### src/rtl/seg7_pkg.sv
// Shared types and segment constants for the 7-segment display blocks.
// Segments are active-high with bit0 = a .. bit6 = g.
package seg7_pkg;

  typedef logic [3:0] bcd_t;

  localparam bcd_t BCD_MAX = 4'd9;

  localparam logic [6:0] SEG_0     = 7'h3F;
  localparam logic [6:0] SEG_1     = 7'h06;
  localparam logic [6:0] SEG_2     = 7'h5B;
  localparam logic [6:0] SEG_3     = 7'h4F;
  localparam logic [6:0] SEG_4     = 7'h66;
  localparam logic [6:0] SEG_5     = 7'h6D;
  localparam logic [6:0] SEG_6     = 7'h7D;
  localparam logic [6:0] SEG_7     = 7'h07;
  localparam logic [6:0] SEG_8     = 7'h7F;
  localparam logic [6:0] SEG_9     = 7'h6F;
  localparam logic [6:0] SEG_BLANK = 7'h00;

endpackage

### src/rtl/bcd_digit.sv
// One BCD decade of a ripple up/down counter; carry_out doubles as borrow.
module bcd_digit
  import seg7_pkg::*;
(
  input  logic       clk,
  input  logic       reset,
  input  logic       clear,
  input  logic       step,
  input  logic       dir,
  input  logic       carry_in,
  output logic [3:0] value,
  output logic       carry_out
);

  logic stepping;

  assign stepping  = step && carry_in;
  assign carry_out = stepping && (dir ? (value == BCD_MAX) : (value == 4'd0));

  always_ff @(posedge clk) begin
    if (reset || clear) begin
      value <= 4'd0;
    end else if (stepping) begin
      if (dir) value <= (value == BCD_MAX) ? 4'd0 : value + 4'd1;
      else     value <= (value == 4'd0) ? BCD_MAX : value - 4'd1;
    end
  end

endmodule

### src/rtl/seg7.sv
// BCD to 7-segment decoder (combinational); non-decimal codes go blank.
module seg7
  import seg7_pkg::*;
(
  input  logic [3:0] bcd,
  output logic [6:0] segments
);

  always_comb begin
    // NOTE: the default arm assigns the output on every path, so no latch is inferred.
    case (bcd)
      4'd0:    segments = SEG_0;
      4'd1:    segments = SEG_1;
      4'd2:    segments = SEG_2;
      4'd3:    segments = SEG_3;
      4'd4:    segments = SEG_4;
      4'd5:    segments = SEG_5;
      4'd6:    segments = SEG_6;
      4'd7:    segments = SEG_7;
      4'd8:    segments = SEG_8;
      4'd9:    segments = SEG_9;
      default: segments = SEG_BLANK;
    endcase
  end

endmodule

### src/rtl/seg7_mux_counter.sv
// N-digit prescaled BCD up/down counter, time-multiplexed onto one 7-segment bus.
// Define SEG7_LEADING_ZERO_BLANK_EN to blank leading zero digits (digit0 always shown).
module seg7_mux_counter
  import seg7_pkg::*;
#(
  parameter int NUM_DIGITS = 4,
  parameter int PRESCALE   = 1000,
  parameter int SCAN_DIV   = 4
) (
  input  logic                  clk,
  input  logic                  reset,
  input  logic                  en,
  input  logic                  dir,
  input  logic                  clear,
  output logic [6:0]            segments,
  output logic [NUM_DIGITS-1:0] digit_en,
  output logic                  tick,
  output logic                  wrap
);

  localparam int PRE_W  = $clog2(PRESCALE);
  localparam int SCAN_W = (SCAN_DIV > 1) ? $clog2(SCAN_DIV) : 1;
  localparam int IDX_W  = (NUM_DIGITS > 1) ? $clog2(NUM_DIGITS) : 1;

  localparam logic [PRE_W-1:0]  PRE_LAST  = PRE_W'(PRESCALE - 1);
  localparam logic [SCAN_W-1:0] SCAN_LAST = SCAN_W'(SCAN_DIV - 1);
  localparam logic [IDX_W-1:0]  IDX_LAST  = IDX_W'(NUM_DIGITS - 1);

  logic [PRE_W-1:0]  presc;
  logic              step;
  bcd_t              digit [NUM_DIGITS];
  logic [NUM_DIGITS:0] carry;
  logic [SCAN_W-1:0] scan_cnt;
  logic [IDX_W-1:0]  scan_idx;
  bcd_t              sel_digit;
  logic              sel_blank;
  logic [6:0]        dec_seg;
  logic [6:0]        seg_next;

  // clear outranks the terminal cycle, so a coincident clear suppresses the step.
  assign step = en && !clear && (presc == PRE_LAST);

  always_ff @(posedge clk) begin
    // NOTE: sequential state uses non-blocking assignments so every register samples pre-edge values.
    if (reset || clear) begin
      presc <= '0;
    end else if (en) begin
      presc <= (presc == PRE_LAST) ? '0 : presc + 1'b1;
    end
  end

  assign carry[0] = 1'b1;

  for (genvar i = 0; i < NUM_DIGITS; i++) begin : g_digit
    bcd_digit u_digit (
      .clk       (clk),
      .reset     (reset),
      .clear     (clear),
      .step      (step),
      .dir       (dir),
      .carry_in  (carry[i]),
      .value     (digit[i]),
      .carry_out (carry[i+1])
    );
  end

  always_ff @(posedge clk) begin
    if (reset || clear) begin
      tick <= 1'b0;
      wrap <= 1'b0;
    end else begin
      tick <= step;
      wrap <= carry[NUM_DIGITS];
    end
  end

  // The scan free-runs independently of en and clear.
  always_ff @(posedge clk) begin
    if (reset) begin
      scan_cnt <= '0;
      scan_idx <= '0;
    end else if (scan_cnt == SCAN_LAST) begin
      scan_cnt <= '0;
      scan_idx <= (scan_idx == IDX_LAST) ? '0 : scan_idx + 1'b1;
    end else begin
      scan_cnt <= scan_cnt + 1'b1;
    end
  end

`ifdef SEG7_LEADING_ZERO_BLANK_EN
  logic [NUM_DIGITS-1:0] blank;

  always_comb begin
    logic seen;
    // NOTE: blocking assignments here build a top-down "non-zero seen" chain within one evaluation.
    seen  = 1'b0;
    blank = '0;
    for (int i = NUM_DIGITS - 1; i >= 1; i--) begin
      if (digit[i] != 4'd0) seen = 1'b1;
      blank[i] = !seen;
    end
  end
`endif

  always_comb begin
    sel_digit = '0;
    sel_blank = 1'b0;
    for (int i = 0; i < NUM_DIGITS; i++) begin
      if (scan_idx == IDX_W'(i)) begin
        sel_digit = digit[i];
`ifdef SEG7_LEADING_ZERO_BLANK_EN
        sel_blank = blank[i];
`endif
      end
    end
  end

  seg7 u_seg7 (
    .bcd      (sel_digit),
    .segments (dec_seg)
  );

  assign seg_next = sel_blank ? SEG_BLANK : dec_seg;

  // Enable and segments are registered together from the same index, keeping them aligned.
  always_ff @(posedge clk) begin
    if (reset) begin
      segments <= '0;
      digit_en <= '0;
    end else begin
      segments <= seg_next;
      digit_en <= NUM_DIGITS'(1) << scan_idx;
    end
  end

endmodule

### config.mk
export PLATFORM = sky130hd
export DESIGN_NAME = seg7_mux_counter
export DESIGN_NICKNAME = d
export VERILOG_FILES = /design/src/rtl/seg7_pkg.sv /design/src/rtl/bcd_digit.sv /design/src/rtl/seg7.sv /design/src/rtl/seg7_mux_counter.sv
export SDC_FILE = /design/constraint.sdc
export NUM_CORES = 1
export LEC_CHECK = 0
export ABC_CLOCK_PERIOD_IN_PS = 2600
export BUFFER_PORTS_ARGS = -buffer_cell sky130_fd_sc_hd__buf_4
export CAP_MARGIN = 20
export CORE_ASPECT_RATIO = 0.5
export CORE_UTILIZATION = 60
export DETAILED_ROUTE_END_ITERATION = 8
export PLACE_DENSITY = 0.88
export SETUP_SLACK_MARGIN = 0.2
export SYNTH_ARGS = -nofsm -noshare
export SYNTH_HDL_FRONTEND = slang
export SYNTH_SLANG_ARGS = --single-unit
### constraint.sdc
create_clock -name clk -period 2.6 [get_ports clk]
set_clock_uncertainty 0.05 [all_clocks]
set_input_delay 0.26 -clock clk [delete_from_list [all_inputs] [get_ports clk]]
set_output_delay 0.26 -clock clk [all_outputs]
set_load 0.005 [all_outputs]
# Word-level counts from Yosys, hierarchy flattened
# Memory sizes are Yosys's and may differ from the RTL's. A register that Yosys moved wholly into a read port is not among the register bits.
# Index checks and enable logic that the tools add are counted.
[totals]
inputBits = 5
reg_bits = 36
mem_count = 1
romBits = 112
elab_cells = 71
output_inout_bits = 13
[op_classes]
reduce_logical = 17
n_eq_ne = 9
shifts = 1
mux = 22
add_sub_neg = 11
[mem_list]
columns = ["memory", "words", "width", "rd", "rd_ports_with_merged_regs", "write_ports", "line_no", "source"]
rows = [
  ["(no name shown)", 16, 7, 1, 1, 0, "seg7.sv:11", "case (bcd)"],
]
[ops]
columns = ["op", "count"]
rows = [
  ["4-bit two-way mux", 16],
  ["4-bit by 1-bit adder with 4-bit output (second input constant)", 4],
  ["4-bit equality test (second input constant)", 4],
  ["4-bit zero test", 4],
  ["4-bit by 1-bit subtractor with 4-bit output (second input constant)", 4],
  ["10-bit by 1-bit adder with 10-bit output (second input constant)", 1],
  ["10-bit equality test (second input constant)", 1],
  ["10-bit two-way mux", 1],
  ["1-bit logical AND", 9],
  ["2-bit equality test (second input constant)", 3],
  ["2-bit by 1-bit adder with 2-bit output (second input constant)", 2],
  ["1-bit two-way mux", 4],
  ["1-bit by 2-bit left shift with 4-bit output (first input constant)", 1],
  ["2-bit by 1-bit equality test with 1-bit output (second input constant)", 1],
  ["2-bit zero test", 1],
  ["2-bit two-way mux", 1],
  ["2-bit OR reduction", 1],
  ["1-bit zero test", 1],
  ["1-bit logical OR", 1],
]

# Logic depth before layout (Yosys ltp)
# Gate-level depths: netlist of the first run.
[depth]
word_depth = 10
ltp_mapped = 8
mapped_depth_nobuf = 8

# Hierarchy
# A second synthesis of the first run with hierarchy kept.
[unflattened]
cells_unflattened = 324
area_unflattened_um2 = 2713.9
[by_module_without_submodules]
columns = ["module", "instances", "seq_area_each_um2", "cells_per_inst", "area_per_inst_um2"]
rows = [
  ["bcd_digit", 4, 80.1, 42, 329.1],
  ["seg7_mux_counter", 1, 540.5, 126, 1179.9],
  ["seg7", 1, 0.0, 30, 217.7],
]

# Worst setup path before layout of the first run
# No wires, ideal clock.
[synth_timing]
path_kind = "reg2reg"
startpoint = "register scan_idx[0]"
endpoint = "register segments[4]"
arrival_ns = 2.030
setup_ns = 0.117
path_buffers = 1
slack_ns = 0.402
synth_period_minus_slack_ns = 2.198
stages_incl_launch_ff = 8
required_time_ns = 2.433
cell_sequence = "dfxtp_1 > ha_1 > clkbuf_1 > a211oi_1 > a221o_1 > ha_1 > mux2_2 > a32o_1"
[synth_between]
elab_chain_cells = 5
elab_cells_between_ends = 8
classes_between = "eq/ne: 3; mux: 4; reduce/logical: 1"
[synth_lines]
columns = ["element", "line_no", "source"]
rows = [
  ["start, declared", "seg7_mux_counter.sv:34", "logic [IDX_W-1:0] scan_idx;"],
  ["start signal, assigned", "seg7_mux_counter.sv:84", "scan_idx <= (scan_idx == IDX_LAST) ? '0 : scan_idx + 1'b1;"],
  ["2-bit zero test", "seg7_mux_counter.sv:109", "if (scan_idx == IDX_W'(i)) begin"],
  ["4-bit two-way mux (3 in series)", "seg7_mux_counter.sv:109", ""],
  ["4-bit two-way mux (*)", "seg7_mux_counter.sv:109", ""],
  ["end, declared", "seg7_mux_counter.sv:15", "output logic [6:0] segments,"],
]
# Mark *: on every way between the ends. The rest lies on a longest branch, timed or not.
# A chain may end at the register's enable or synchronous reset.

# Worst setup path after layout of the first run
[layout_timing]
startpoint = "register scan_idx[1]"
endpoint = "register segments[4]"
# Same word-level chain as after synthesis.

==> results_dict.tcl, run 1 <==
set metrics [dict create \
    final_cell_count_no_fill 370 \
    first_iter_violations 151 \
    num_rows 16 \
    cap_violations 0 \
    multi_input_area_sq_um 1610 \
    die_w_um 95.0 \
    grt_pass1_wl_mm 9.45 \
    netlist_area_sq_um 2590 \
    wl_per_cell_um 15.4 \
    cts_tree "done" \
    synth_edf_count 0 \
    area_growth_pct 10.4 \
    cp-end-kind "register" \
    drt-vias-per-instance 6.45 \
    min_period_ns 2.29 \
    place_hpwl_mm 3.86 \
    hold_path.class "input pin to register" \
    final_common_cell "dfxtp_1" \
    htree_num_levels 2 \
    synthFlopType "dfxtp_1" \
    postSynth.asyncResetShare 0 \
    fin_util 0.711 \
    coreArea_sq_um 4020 \
    slew_violations 0 \
    irDropWorstVdd_mv 0.339 \
    cp.arrival_ns 2.44 \
    hold_start "reset" \
    wirelength_mm 5.71 \
    setup_ws_ns 0.306 \
    startpoint "scan_idx[1]" \
    status "completed" \
    tightestPinTransition_ns 0.616 \
    hold_viol_final 0 \
    clockBufferDepth 2 \
    remaining_drc_errors 0 \
    port_buffers 17 \
    dp.cells 361 \
    rsz0062_at_grt "false" \
    synth.distinct_cells 53 \
    ys_seq_elements 43 \
    pre_cts_ws_ns 0.281 \
    die_area_sq_um 4600 \
    clock_latency_ns 0.29 \
    ys_warn_count 0 \
    gp_congestion 0.838 \
    grt_max_degree 36 \
    setup_tns_ns 0 \
    syn_area_per_cell_sq_um 8.36 \
    dr.pass1.iters 5 \
    cp.required_ns 2.74 \
    grt_overflow 0 \
    max_freq_mhz 436 \
    io_pins 18 \
    cts-root-buf "clkbuf_8" \
    drive_above_1_share 0.155 \
    die_h_um 48.5 \
    r2r_slack_ns 0.31 \
    ctsHoldBuffers 0 \
    r2r-start "scan_idx[1]" \
    start_util 0.644 \
    vias 2386 \
    slew_headroom 0.585 \
    final_antenna_net_count 0 \
    hold_ws_ns 0.211 \
    fill_cells 303 \
    crit_path_start_kind "register" \
    setup_viol 0 \
    cts_buffers 5 \
    p_leak_nw 1.08 \
    powerDensity_nw_per_um2 462 \
    critPathKind "register to register" \
    cp_max_fo 8 \
    grt.total_usage 0.259 \
    grt_pass1_vias 2118 \
    regArea_sq_um 863 \
    min_period_over_period 0.882 \
    clk_pin_slew_ns 0.08 \
    clock_sinks 43 \
    diodes 0 \
    final_cell_mix "dfxtp_1, nor2_1, o21ai_0" \
    antenna_found_initial 0 \
    synthesis.instances 310 \
    fin_nets 332 \
    ys_seq_area_frac 0.332 \
    syn_nets 327 \
]
[power breakdown]
part | switching [W] | internal [W] | total (W) | leakage (nW)
Sequential | 0.00000701 | 0.000673 | 0.000680 | 0.351
Combinational | 0.0000552 | 0.0000404 | 0.0000956 | 0.668
Clock | 0.000236 | 0.000311 | 0.000548 | 0.0612
[per-stage QoR]
| step | power [W] | instance area, sq um |
|---|---|---|
| final | 0.00132 | 2860 |
| after global routing | 0.00137 | 2860 |
| after CTS | 0.00132 | 2830 |
| after detailed placement | 0.000788 | 2710 |
| after global placement | 0.000782 | 2710 |
| after floorplan | 0.000755 | 2590 |
[cell usage after synthesis, types with 3 or more instances]
library cell	instances	area [sq um]
a211oi_1	7	52.6
a21o_1	6	45.0
a21oi_1	14	70.1
a221o_1	3	30.0
and2_1	4	25.0
and3_1	7	43.8
clkbuf_1	21	78.8
dfxtp_1	43	861
ha_1	12	150
inv_1	13	48.8
mux2i_1	10	100
nand2_1	13	48.8
nand3_1	10	50.1
nand3b_1	6	45.0
nand4b_1	4	35.0
nor2_1	28	105
nor3_1	16	80.1
nor3b_1	5	37.5
nor4_1	6	37.5
o211ai_1	3	22.5
o21ai_0	22	110
o221a_2	4	45.0
o31ai_1	4	30.0
or3_1	3	18.8
xnor2_1	6	52.6
xor2_1	8	70.1
[registers in the layout, indices dropped and copies added, names as in the netlist]
register,cells
digit_en,4
g_digit.u_digit.value,16
presc,10
scan_cnt,2
scan_idx,2
segments,7
tick,1
wrap,1
[worst max-delay path, stage by stage, from the launching register on]
cell	delay, ns
dfxtp_2	0.39
inv_1	0.10
ha_1	0.28
a211oi_1	0.33
a221o_2	0.27
inv_1	0.11
ha_1	0.19
mux2_2	0.26
a32o_1	0.20
[worst paths after layout]
path | depth (start not counted) | endpoint
worst max register to register | 8 | segments[4]
worst max-delay path | 8 | segments[4]
worst min-delay path | 2 | scan_cnt[0]
worst min register to register | 1 | scan_cnt[0]
[routing by layer]
| metal | vias up | routed length (um) | track usage |
|---|---|---|---|
| met5 | - | 0 | 0 |
| met4 | 0 | 64 | 0.0631 |
| met3 | 13 | 453 | 0.0692 |
| met2 | 114 | 2640 | 0.418 |
| met1 | 1112 | 2550 | 0.346 |
| li1 | 1147 | - | - |
[layout make-up]
class,instances,area share
Sequential cell,43,0.302
Tap cell,54,0.0236
Clock inverter,2,0.0122
Multi-Input combinational cell,231,0.561
Timing Repair Buffer,21,0.0551
Clock buffer,6,0.0289
Inverter,13,0.0171
[cell families (layout without fill, tap and decap cells)]
family                     count (synthesis)  count (layout)  share of synthesized area
DFF                                       43              43                      0.332
buffers and inverters                     36              42                     0.0565
and+or+nand+nor                          116             116                      0.252
adders and majority gates                 12              12                     0.0579
xor gates and xnor gates                  14              14                     0.0473
AOI/OAI and AO/OA                         78              78                      0.211
muxes                                     11              11                     0.0430
[what timing repair did]
action                     CTS  global route
buffers inserted             0             1
setup endpoints to repair    0             5
hold endpoints to repair     0             0
gates resized for setup      0             7
Note: power is estimated with default switching activity, not from simulation.
==> run 2: changes to the inputs <==
--- a/config.mk
+++ b/config.mk
@@ -11,8 +11,10 @@
 export CORE_ASPECT_RATIO = 0.5
 export CORE_UTILIZATION = 60
 export DETAILED_ROUTE_END_ITERATION = 8
-export PLACE_DENSITY = 0.88
+export PLACE_DENSITY_LB_ADDON = 0.08
+export REMOVE_ABC_BUFFERS = 1
 export SETUP_SLACK_MARGIN = 0.2
+export SLEW_MARGIN = 20
 export SYNTH_ARGS = -nofsm -noshare
 export SYNTH_HDL_FRONTEND = slang
 export SYNTH_SLANG_ARGS = --single-unit
==> run 2 against run 1 <==
Total power increased by 5.6%. Sequential share of layout area decreased by 0.17 points. Register-to-register slack improved by 0.04 ns. Core utilization increased by 0.40 points. Die area unchanged. Combinational power about the same. Setup slack improved by 0.045 ns. Sequential cell count unchanged. Via count decreased by 1.9%. Critical path depth unchanged. Critical endpoint is now segments[3]. Largest power group unchanged. Highest routed layer unchanged.
==> results_dict.tcl, run 2 (same netlist as run 1, synthesis figures left out) <==
set metrics [dict create \
    hold_path.class "input pin to register" \
    combPwrFrac 0.069 \
    clockBufferDepth 2 \
    cp.required_ns 2.75 \
    grt.total_usage 0.260 \
    cp.arrival_ns 2.40 \
    ctsHoldBuffers 0 \
    gp_congestion 0.828 \
    min_period_ns 2.25 \
    p_switching_w 0.000301 \
    slew_headroom 0.585 \
    critPathKind "register to register" \
    diodes 0 \
    seqPwrFrac 0.487 \
    rsz0062_at_grt "false" \
    fin_nets 333 \
    final_cell_mix "dfxtp_1, nor2_1, o21ai_0, buf_4, nor3_1" \
    grt_overflow 0 \
    io_pins 18 \
    reg.largest.list "g_digit.u_digit.value (16), presc (10), segments (7)" \
    wl_per_cell_um 15.2 \
    tightestPinTransition_ns 0.620 \
    grt_max_degree 36 \
    antenna_found_initial 0 \
    first_iter_violations 193 \
    die_h_um 48.5 \
    num_rows 16 \
    power_w 0.00140 \
    drive_above_1_share 0.148 \
    area_growth_pct 11.0 \
    cp-end-kind "register" \
    cts-root-buf "clkbuf_8" \
    cts_buffers 5 \
    grt_pass1_wl_mm 9.32 \
    start_util 0.644 \
    die_w_um 95.0 \
    internal_power_w 0.00110 \
    setup_tns_ns 0 \
    max_freq_mhz 445 \
    cp_common_cell "ha_1" \
    place_hpwl_mm 3.93 \
    hold_viol_final 0 \
    htree_num_levels 2 \
    crit_path_start_kind "register" \
    final_common_cell "dfxtp_1" \
    dr.pass1.iters 4 \
    final_antenna_net_count 0 \
    largest_reg_flops 16 \
    worstPathCellList "inv_1, ha_1, nand3b_1, a221o_1, buf_4, ha_1, mux2i_1, a21o_1" \
    cap_violations 0 \
    crit_slowest_cell "a221o_1" \
    clock_sinks 43 \
    irDropWorstVdd_mv 0.262 \
    slew_violations 0 \
    p_leak_nw 1.09 \
    fin_util 0.715 \
    remaining_drc_errors 0 \
    status "completed" \
    setup_viol 0 \
    cts_tree "done" \
    top_register "g_digit.u_digit.value" \
    clock_latency_ns 0.30 \
    swShare 0.215 \
    vias 2341 \
    wirelength_mm 5.63 \
    setup_ws_ns 0.350 \
    clk_pin_slew_ns 0.09 \
    grt_pass1_vias 2056 \
    pwr-share-clk 0.445 \
    drt-vias-per-instance 6.31 \
    r2r_slack_ns 0.35 \
    pre_cts_ws_ns 0.224 \
    die_area_sq_um 4600 \
    port_buffers 17 \
    coreArea_sq_um 4020 \
    cp_max_fo 8 \
    crit_buf_inv 2 \
    max_stage_delay_ns 0.41 \
    critPathTopFamily "compound AO/OA/AOI/OAI gates" \
    min_period_over_period 0.865 \
    powerDensity_nw_per_um2 486 \
]
[run 2: cell count changes in the layout (fill, tap and decap cells not counted), sizes merged]
cell      change
buf           +1
bufinv        +1
clkbuf        -1
clkinv        -1
clkinvlp      +1
[run 2: power by group through the flow]
stage / logic, W / registers (W) / clock network (W)
3_3_place_gp: 0.0000902 / 0.000694 / 0
6_report: 0.0000958 / 0.000680 / 0.000622
3_5_place_dp: 0.0000944 / 0.000695 / 0
2_1_floorplan: 0.0000498 / 0.000695 / 0
4_1_cts: 0.0000950 / 0.000680 / 0.000628
5_1_grt: 0.000107 / 0.000682 / 0.000658
[run 2: metal layers]
layer	GRT usage	share of wire	vias up
met3	0.0629	0.071	6
met4	0.0732	0.0082	0
met2	0.408	0.44	80
met1	0.356	0.48	1110
li1	-	-	1145
met5	0	0	-
[run 2: timing repair]
item / CTS / global route
setup endpoints to repair: 2 / 5
gates resized for setup: 1 / 3
pin swaps: 0 / 2
gates cloned: 0 / 0
buffers inserted: 0 / 1
[run 2: cell type report]
| type | instances | area, sq um |
|---|---|---|
| multi-input cells | 231 | 1600 |
| fillers | 328 | 1150 |
| flip-flops and latches | 43 | 863 |
| repair buffers | 22 | 165 |
| clock buffers | 5 | 68.8 |
| clock inverters | 3 | 67.6 |
| well taps | 54 | 67.6 |
| inverters | 13 | 48.8 |
[run 2: metrics by stage]
step | hold slack (ns) | std cells | cell area [sq um]
after floorplan | 0.279 | 287 | 2490
after global placement | 0.363 | 362 | 2720
after detailed placement | 0.371 | 362 | 2720
after CTS | 0.186 | 370 | 2860
after global routing | 0.197 | 371 | 2880
final | 0.187 | 371 | 2880
[run 2: worst paths after layout]
path	start	end	cells past startpoint
min reg2reg	scan_cnt[0]	scan_cnt[0]	1
min	reset	scan_cnt[0]	2
max reg2reg	scan_idx[1]	segments[3]	8
max	scan_idx[1]	segments[3]	8
